**config.mk**
```make
export PLATFORM = sky130hd
export DESIGN_NAME = mem_req_replay
export DESIGN_NICKNAME = d
export VERILOG_FILES = /design/src/rtl/mem_if_pkg.sv /design/src/rtl/mem_replay_timer.sv /design/src/rtl/mem_req_replay.sv
export SDC_FILE = /design/constraint.sdc
export NUM_CORES = 1
export LEC_CHECK = 0
export CAP_MARGIN = 0
export CELL_PAD_IN_SITES_DETAIL_PLACEMENT = 0
export CELL_PAD_IN_SITES_GLOBAL_PLACEMENT = 1
export CORE_AREA = 2 2 295 297
export DETAILED_ROUTE_END_ITERATION = 12
export DIE_AREA = 0 0 297 299
export GPL_TIMING_DRIVEN = 0
export PLACE_DENSITY = 0.59
export SKIP_CTS_REPAIR_TIMING = 1
export SYNTH_ARGS = -nofsm -noshare
export SYNTH_HDL_FRONTEND = slang
export SYNTH_HIERARCHICAL = 1
export SYNTH_SLANG_ARGS = --single-unit
```
**constraint.sdc**
```tcl
create_clock -name clk -period 4.1 [get_ports clk]
set_input_delay 0.615 -clock clk [delete_from_list [all_inputs] [get_ports clk]]
set_output_delay 0.615 -clock clk [all_outputs]
set_load 0.01 [all_outputs]
```
**src/rtl/mem_if_pkg.sv**
```systemverilog
// Field layout, opcodes and FSM encoding shared by the mem_req_replay slice.
package mem_if_pkg;

    localparam int unsigned REQ_W  = 124;
    localparam int unsigned RESP_W = 253;
    localparam int unsigned ADDR_W = 40;
    localparam int unsigned TAG_W  = 10;
    localparam int unsigned CMD_W  = 5;
    localparam int unsigned TYP_W  = 3;
    localparam int unsigned DATA_W = 64;

    localparam int unsigned REQ_ADDR_LSB  = 84;
    localparam int unsigned REQ_TAG_LSB   = 74;
    localparam int unsigned REQ_CMD_LSB   = 69;
    localparam int unsigned REQ_TYP_LSB   = 66;
    localparam int unsigned RESP_TAG_LSB  = 203;
    localparam int unsigned RESP_NACK_BIT = 130;

    localparam logic [CMD_W-1:0] M_XRD = 5'd0;
    localparam logic [CMD_W-1:0] M_XWR = 5'd1;

    typedef enum logic [2:0] {
        ST_IDLE,
        ST_ISSUE,
        ST_WAIT,
        ST_BACKOFF,
        ST_DONE
    } state_e;

    typedef struct packed {
        logic [ADDR_W-1:0] addr;
        logic [TAG_W-1:0]  tag;
        logic [CMD_W-1:0]  cmd;
        logic [TYP_W-1:0]  typ;
        logic              kill;
        logic              phys;
        logic [DATA_W-1:0] data;
    } mem_req_t;

endpackage

```
**src/rtl/mem_replay_timer.sv**
```systemverilog
// Loadable down-counter with a zero flag; shared by back-off and WAIT timeout.
module mem_replay_timer #(
    parameter int unsigned CNT_W = 8
) (
    input  logic             clk,
    input  logic             rst,
    input  logic             load,
    input  logic [CNT_W-1:0] load_val,
    input  logic             dec,
    output logic             zero_c
);

    logic [CNT_W-1:0] cnt_q;

    always_ff @(posedge clk) begin
        if (rst) begin
            cnt_q <= '0;
        end else if (load) begin
            cnt_q <= load_val;
        end else if (dec && (cnt_q != '0)) begin
            cnt_q <= cnt_q - CNT_W'(1);
        end
    end

    assign zero_c = (cnt_q == '0);

endmodule

```
**src/rtl/mem_req_replay.sv**
```systemverilog
// Tags accelerator requests, replays nacked ones after a back-off and forwards one response each.
// Optional WAIT timeout with forced re-issue: define MEM_REPLAY_TIMEOUT_EN.
module mem_req_replay
    import mem_if_pkg::*;
#(
    parameter int unsigned MAX_RETRY   = 4,
    parameter int unsigned BACKOFF_CYC = 3
`ifdef MEM_REPLAY_TIMEOUT_EN
    ,
    parameter int unsigned TIMEOUT_CYC = 256
`endif
) (
    input  logic              clk,
    input  logic              rst,
    input  logic              acc_req_vld,
    output logic              acc_req_rdy,
    input  logic [REQ_W-1:0]  acc_req,
    output logic              mem_req_vld,
    input  logic              mem_req_rdy,
    output logic [REQ_W-1:0]  mem_req,
    input  logic              mem_resp_vld,
    input  logic [RESP_W-1:0] mem_resp,
    output logic              acc_resp_vld,
    output logic [RESP_W-1:0] acc_resp,
    output logic              acc_err,
    output logic              busy
);

    localparam int unsigned RETRY_W = (MAX_RETRY < 1) ? 1 : $clog2(MAX_RETRY + 1);
`ifdef MEM_REPLAY_TIMEOUT_EN
    localparam int unsigned TMR_MAX = (TIMEOUT_CYC > BACKOFF_CYC) ? TIMEOUT_CYC : BACKOFF_CYC;
`else
    localparam int unsigned TMR_MAX = BACKOFF_CYC;
`endif
    localparam int unsigned TMR_W = (TMR_MAX < 2) ? 1 : $clog2(TMR_MAX);

    state_e              state_q, state_d;
    logic [TAG_W-1:0]    tag_q, tag_d;
    logic [RETRY_W-1:0]  retry_q, retry_d;
    logic                err_q, err_d;
    mem_req_t            mreq_q, mreq_d;
    logic [RESP_W-1:0]   resp_q, resp_d;

    logic                rdy_q, mreq_vld_q, resp_vld_q, acc_err_q, busy_q;

    logic                tmr_load, tmr_dec, tmr_zero;
    logic [TMR_W-1:0]    tmr_val;
    logic                resp_match, resp_nack, retry_left;

    assign resp_match = mem_resp_vld && (mem_resp[RESP_TAG_LSB +: TAG_W] == tag_q);
    assign resp_nack  = mem_resp[RESP_NACK_BIT];
    assign retry_left = (retry_q < RETRY_W'(MAX_RETRY));

    mem_replay_timer #(.CNT_W(TMR_W)) u_timer (
        .clk      (clk),
        .rst      (rst),
        .load     (tmr_load),
        .load_val (tmr_val),
        .dec      (tmr_dec),
        .zero_c   (tmr_zero)
    );

    // Timers load N-1 so the zero flag is seen on the N-th cycle of the state.
    always_comb begin
        state_d  = state_q;
        tag_d    = tag_q;
        retry_d  = retry_q;
        err_d    = err_q;
        mreq_d   = mreq_q;
        resp_d   = resp_q;
        tmr_load = 1'b0;
        tmr_val  = '0;
        tmr_dec  = 1'b0;

        case (state_q)
            ST_IDLE: begin
                if (acc_req_vld) begin
                    mreq_d     = mem_req_t'(acc_req);
                    mreq_d.tag = tag_q;
                    retry_d    = '0;
                    err_d      = 1'b0;
                    state_d    = ST_ISSUE;
                end
            end
            ST_ISSUE: begin
                if (mem_req_rdy) begin
                    state_d = ST_WAIT;
`ifdef MEM_REPLAY_TIMEOUT_EN
                    tmr_load = 1'b1;
                    tmr_val  = TMR_W'(TIMEOUT_CYC - 1);
`endif
                end
            end
            ST_WAIT: begin
                if (resp_match) begin
                    if (!resp_nack) begin
                        resp_d  = mem_resp;
                        state_d = ST_DONE;
                    end else if (retry_left) begin
                        retry_d  = retry_q + RETRY_W'(1);
                        tmr_load = 1'b1;
                        tmr_val  = TMR_W'(BACKOFF_CYC - 1);
                        state_d  = ST_BACKOFF;
                    end else begin
                        resp_d  = mem_resp;
                        err_d   = 1'b1;
                        state_d = ST_DONE;
                    end
                end
`ifdef MEM_REPLAY_TIMEOUT_EN
                else if (tmr_zero) begin
                    if (retry_left) begin
                        retry_d = retry_q + RETRY_W'(1);
                        state_d = ST_ISSUE;
                    end else begin
                        resp_d  = '0;
                        err_d   = 1'b1;
                        state_d = ST_DONE;
                    end
                end else begin
                    tmr_dec = 1'b1;
                end
`endif
            end
            ST_BACKOFF: begin
                if (tmr_zero) begin
                    state_d = ST_ISSUE;
                end else begin
                    tmr_dec = 1'b1;
                end
            end
            ST_DONE: begin
                tag_d   = tag_q + TAG_W'(1);
                state_d = ST_IDLE;
            end
            default: state_d = ST_IDLE;
        endcase
    end

    // Outputs are registered from the next state so they line up with state_q.
    always_ff @(posedge clk) begin
        if (rst) begin
            state_q    <= ST_IDLE;
            tag_q      <= '0;
            retry_q    <= '0;
            err_q      <= 1'b0;
            mreq_q     <= '0;
            resp_q     <= '0;
            rdy_q      <= 1'b1;
            mreq_vld_q <= 1'b0;
            resp_vld_q <= 1'b0;
            acc_err_q  <= 1'b0;
            busy_q     <= 1'b0;
        end else begin
            state_q    <= state_d;
            tag_q      <= tag_d;
            retry_q    <= retry_d;
            err_q      <= err_d;
            mreq_q     <= mreq_d;
            resp_q     <= resp_d;
            rdy_q      <= (state_d == ST_IDLE);
            mreq_vld_q <= (state_d == ST_ISSUE);
            resp_vld_q <= (state_d == ST_DONE);
            acc_err_q  <= (state_d == ST_DONE) && err_d;
            busy_q     <= (state_d != ST_IDLE);
        end
    end

    assign acc_req_rdy  = rdy_q;
    assign mem_req_vld  = mreq_vld_q;
    assign mem_req      = mreq_q;
    assign acc_resp_vld = resp_vld_q;
    assign acc_resp     = resp_q;
    assign acc_err      = acc_err_q;
    assign busy         = busy_q;

endmodule
```
== Word-level counts from Yosys, hierarchy flattened ==
Index checks and enable logic that the tools add are counted.

* Output and inout port bits: 382
* Word-level logic and storage cells: 78
* Input port bits: 382
* Register bits: 401

* Add/subtract/negate cells: 3
* Reduce and logical (&&, ||, !) cells: 13
* Multiplexer cells: 31
* Magnitude comparators: 1
* Equal/unequal tests: 12

{| class="wikitable"
|+ Operators with widths
! operator !! number
|-
| $mux 253 || 2
|-
| $mux 3 || 10
|-
| $mux 2 || 6
|-
| $pmux 3 s4 || 1
|-
| $add 10x1->10 const B || 1
|-
| $eq 10x10->1 || 1
|-
| $mux 1 || 10
|-
| $ne 2x2->1 const B || 5
|-
| $eq 3x1->1 const B || 2
|-
| $eq 3x2->1 const B || 2
|-
| $eq 3x3->1 const B || 2
|-
| $logic_not 3->1 || 2
|-
| $pmux 3 s2 || 1
|-
| $reduce_bool 2->1 || 3
|-
| $reduce_and 5->1 || 1
|-
| $add 3x1->3 const B || 1
|-
| $logic_and 1x1->1 || 3
|-
| $lt 3x3->1 const B || 1
|-
| $reduce_and 3->1 || 1
|-
| $reduce_bool 3->1 || 1
|-
| $logic_not 2->1 || 1
|-
| $pmux 1 s2 || 1
|-
| $reduce_and 2->1 || 1
|-
| $sub 2x1->2 const B || 1
|}

== Logic depth before layout (Yosys ltp) ==
* Depth after elaboration: 7
* Gate-level depth with buffers: 9
* Mapped depth without buffers: 7

== Cells and area by module ==
Netlist, hierarchy kept.

{| class="wikitable"
|+ By module, submodules not included
! module !! times used !! seq. area each (um^2) !! cells an instance !! area each (um^2)
|-
| mem_req_replay || 1 || 7987.7 || 1757 || 15368.5
|-
| mem_replay_timer || 1 || 40.0 || 14 || 126.4
|}

== Worst setup path before layout ==
OpenSTA, ideal clock, no wires.

* Path type: input to register
* Start: input port mem_resp_vld
* End: register u_timer.cnt_q[0]
* Path buffers: 1
* Path slack: 2115 ps
* Library setup time: 123 ps
* Data required time: 3977 ps
* Arrival time: 1862 ps
* Stages: 8
* Cell sequence: nor4bb_1 > nand4_1 > or3_1 > clkbuf_1 > nor2_1 > inv_1 > nor2_1 > a211oi_2

* Word-level cells in the longest chain between the ends: 4
* Elaborated cells between the ends (all ways): 7
* Those cells by class: 5 x mux; 2 x reduce/logical

{| class="wikitable"
|+ RTL lines
! element !! line !! source
|-
| start, declared || mem_req_replay.sv:21 || <nowiki>input logic mem_resp_vld,</nowiki>
|-
| $logic_and 1x1->1 (*) || mem_req_replay.sv:50 || <nowiki>assign resp_match = mem_resp_vld && (mem_resp[RESP_TAG_LSB +: TAG_W] == tag_q);</nowiki>
|-
| $mux 1 (*) || mem_req_replay.sv:95 || <nowiki>if (resp_match) begin</nowiki>
|-
| $mux 1 (*) || mem_req_replay.sv:75 || <nowiki>case (state_q)</nowiki>
|-
| named net tmr_load || mem_req_replay.sv:46 || <nowiki>logic tmr_load, tmr_dec, tmr_zero;</nowiki>
|-
| $mux 2 / $reduce_bool 2->1 (equally long branches) || -- ||
|-
| end signal, assigned || mem_replay_timer.sv:19 || <nowiki>cnt_q <= load_val;</nowiki>
|-
| end signal, assigned || mem_replay_timer.sv:21 || <nowiki>cnt_q <= cnt_q - CNT_W'(1);</nowiki>
|-
| end, declared || mem_replay_timer.sv:13 || <nowiki>logic [CNT_W-1:0] cnt_q;</nowiki>
|}

The timed path passes the listed nets; every way through them passes the cells marked *.
A chain may end at the register's enable or synchronous reset.

==> impl_metrics.py <==
metrics = {
    "status": {
        "status": "completed",
    },
    "die": {
        "die_h_um": 299,
        "start_util_pct": 18.03,
        "die_w_um": 297,
        "boundaryPins": 764,
        "rows": 108,
        "dieArea_um2": 88800,
        "core_area_um2": 85940,
    },
    "synthesis": {
        "synth_cell_types": 43,
        "synth_edf_count": 0,
        "syn_area_per_cell_um2": 8.749,
        "synth_cells": 1771,
        "yosysWarningCount": 6,
        "seq_area_frac_synth_pct": 51.81,
        "syn_area_um2": 15490,
        "syn_nets": 2156,
        "ys_ff_latch": 401,
        "synth_top_flop_cell": "dfxtp_1",
        "synth-async-reset-ratio_pct": 0,
    },
    "pwr": {
        "clkPwrFrac_pct": 48.0,
        "p_int_mw": 7.365,
        "combPwrFrac_pct": 10.6,
        "p_leak_nw": 9.053,
        "swShare_pct": 24.25,
        "p_per_area_nw_per_um2": 370.6,
        "peakVddDrop_uv": 258.5,
        "pwr-share-seq_pct": 41.4,
        "p_sw_mw": 2.358,
        "finalPower_mw": 9.724,
    },
    "layout": {
        "fin_nets": 2962,
        "area_growth_pct": 69.32,
        "fillers": 9195,
        "drive_above_1_share_pct": 4.509,
    },
    "clock_tree": {
        "numCtsBuffers": 51,
        "cts-root-buf": "clkbuf_16",
        "cts_tree": "done",
        "cts_buffer_depth": 3,
        "clk_pin_slew_ps": 60,
        "clkLatencyLatePin_ps": 590,
        "cts-htree-levels": 2,
        "clock-sinks": 401,
    },
    "job": {
        "cap_viol_max_count": 0,
    },
    "worst_setup_path": {
        "critPathCapture": "acc_resp[202]",
        "timing.rr.start": "state_q[0]",
        "crit_start": "rst",
        "critPathArrivalTime_ps": 3900,
        "critPathKind": "input pin to flip-flop",
        "crit_path_end_kind": "flip-flop",
        "required_ps": 4610,
        "critPathMaxFanout": 10,
        "reg2reg_depth": 6,
        "startpoint_type": "input pin",
        "worst-r2r-setup-slack_ps": 1740,
        "regToRegEndpoint": "err_q",
    },
    "grt": {
        "grt_pass1_wl_mm": 103.3,
        "antenna_found_initial": 18,
        "grt_overflow_total": 0,
        "grt_max_degree": 14,
        "track_usage_pct": 15.24,
        "first_global_vias": 15720,
    },
    "routing": {
        "drt_iter0_markers": 594,
        "vias_per_cell": 3.984,
        "vias": 15060,
        "routed_wl_mm": 70.27,
        "drc": 0,
        "post_drt_wl_per_cell_um": 18.58,
        "first_pass_iters": 5,
        "ant_nets": 0,
    },
    "timing": {
        "finalMaxSlewViolations": 0,
        "skew_ps": 21.69,
        "fin_setup_tns_ps": 0,
        "hold_ws_ps": 453.0,
        "clock.fmax_mhz": 295.2,
        "fin_crit_ps": 3387,
        "rsz0062_at_grt": "no",
        "hold_viol_final": 0,
        "worst_pin_slew_ps": 1001,
        "max_slew_margin_pct": 33.26,
        "setup_viol": 0,
        "post-route-period-util_pct": 82.61,
        "postLayoutSetupSlackWorst_ps": 713.0,
    },
    "hold_path": {
        "hold_path.class": "flip-flop to flip-flop",
    },
    "place": {
        "finalWeightedCongestion": 0.8571,
        "dp_slack_ps": -203.3,
        "port_buffers": 753,
        "dpl.hpwl_mm": 56.40,
    },
}
==> cells by family after synthesis <==
group / Yosys count / synth area share (%)
multiplexers: 255 / 16.47
other: 1 / 0.02420
flip-flops: 401 / 51.81
XOR/XNOR: 19 / 1.074
adder cells (fa/ha/maj): 3 / 0.2423
AO/OA/AOI/OAI: 140 / 4.796
AND/OR/NAND/NOR: 815 / 20.62
buffers and inverters: 137 / 4.966
==> cell type report <==
cell class / count / area, um2 / area share (%)
plain buffers: 131 / 747.0 / 2.847
clock inverters: 21 / 290.3 / 1.106
well taps: 1155 / 1445 / 5.508
clock buffers: 72 / 1445 / 5.508
multi-input cells: 1233 / 6698 / 25.53
diodes: 9 / 22.52 / 0.08584
inverters: 6 / 22.52 / 0.08584
repair buffers: 753 / 7537 / 28.73
flip-flops and latches: 401 / 8028 / 30.60
==> sequential cells by signal (all words and copies together), names as in the netlist, 2 cells and up <==
signal and flops:
tag_q 10, acc_resp 253, mem_req 124, u_timer/cnt_q 2, state_q 3, retry_q 3
==> cell usage after synthesis, types with 4 or more instances <==
cell type | number | area, um2
nand2_1 | 757 | 2841
dfxtp_1 | 401 | 8028
mux2i_1 | 255 | 2552
a21oi_1 | 127 | 635.6
clkbuf_1 | 97 | 364.1
buf_8 | 18 | 270.3
nor2_1 | 15 | 56.30
xnor2_1 | 14 | 122.6
buf_4 | 8 | 60.06
nand3_1 | 7 | 35.03
buf_2 | 6 | 30.03
inv_1 | 5 | 18.77
nand4_1 | 5 | 31.28
xor2_1 | 5 | 43.79
nand2b_1 | 4 | 25.02
==> layer usage <==
metal  share of wire, %  vias up  wire length [um]  global-route usage, %
li1                   -     7374                 -                      -
met1                 41     7014             28700                  17.51
met2                 48      569             33500                  25.88
met3                8.4      103              5901                  5.671
met4                3.0        4              2139                  5.399
met5              0.038        -                27                      0
==> worst max-delay path: stages <==
cell	delay [ps]
clkdlybuf4s50_1	460
clkbuf_1	320
clkinv_1	250
clkbuf_1	690
clkbuf_1	700
clkbuf_1	590
nand2_1	120
mux2i_1	140
==> metrics by stage <==
| step | std cells | util [%] | cell area (um2) |
|---|---|---|---|
| finish | 3781 | 30.53 | 26240 |
| floorplan | 1771 | - | 15490 |
| global placement | 3679 | 28.48 | 24480 |
| CTS | 3772 | 30.50 | 26210 |
| detailed placement | 3679 | 28.48 | 24480 |
| global route | 3781 | 30.53 | 26240 |
==> power by group through the flow <==
stage	clock network [mW]	registers (mW)	logic [mW]
5_1_grt	4.98	4.03	1.12
3_5_place_dp	0	4.11	1.04
3_3_place_gp	0	4.10	1.04
4_1_cts	4.82	4.02	1.05
2_1_floorplan	0	4.14	0.307
6_report	4.67	4.02	1.03
==> how the worst min path moves through the flow <==
stage	start	to	cells after the start
after floorplan	err_q	err_q	2
after global placement	acc_resp[0]	acc_resp[0]	2
after detailed placement	mem_req[38]	mem_req[38]	2
after CTS	mem_req[38]	mem_req[38]	2
after global routing	acc_resp[133]	acc_resp[133]	2
final	mem_req[72]	mem_req[72]	2
==> cell usage in the layout (no fill, tap or decap), types with 4 or more instances in the layout <==
| cell | Yosys | routed |
|---|---|---|
| clkbuf_1 | 97 | 109 |
| nor2_1 | 15 | 15 |
| buf_8 | 18 | 18 |
| xnor2_1 | 14 | 14 |
| buf_4 | 8 | 8 |
| clkdlybuf4s50_1 | 0 | 753 |
| a21oi_1 | 127 | 127 |
| dfxtp_1 | 401 | 401 |
| clkbuf_16 | 0 | 51 |
| clkinv_2 | 0 | 9 |
| mux2i_1 | 255 | 255 |
| nand3_1 | 7 | 7 |
| nand2_1 | 757 | 757 |
| bufinv_16 | 0 | 6 |
| buf_2 | 6 | 6 |
| nand2b_1 | 4 | 4 |
| clkbuf_8 | 0 | 9 |
| diode_2 | 0 | 9 |
| inv_1 | 5 | 5 |
| xor2_1 | 5 | 5 |
| nand4_1 | 5 | 5 |
Power figures use the tool's default switching activity.
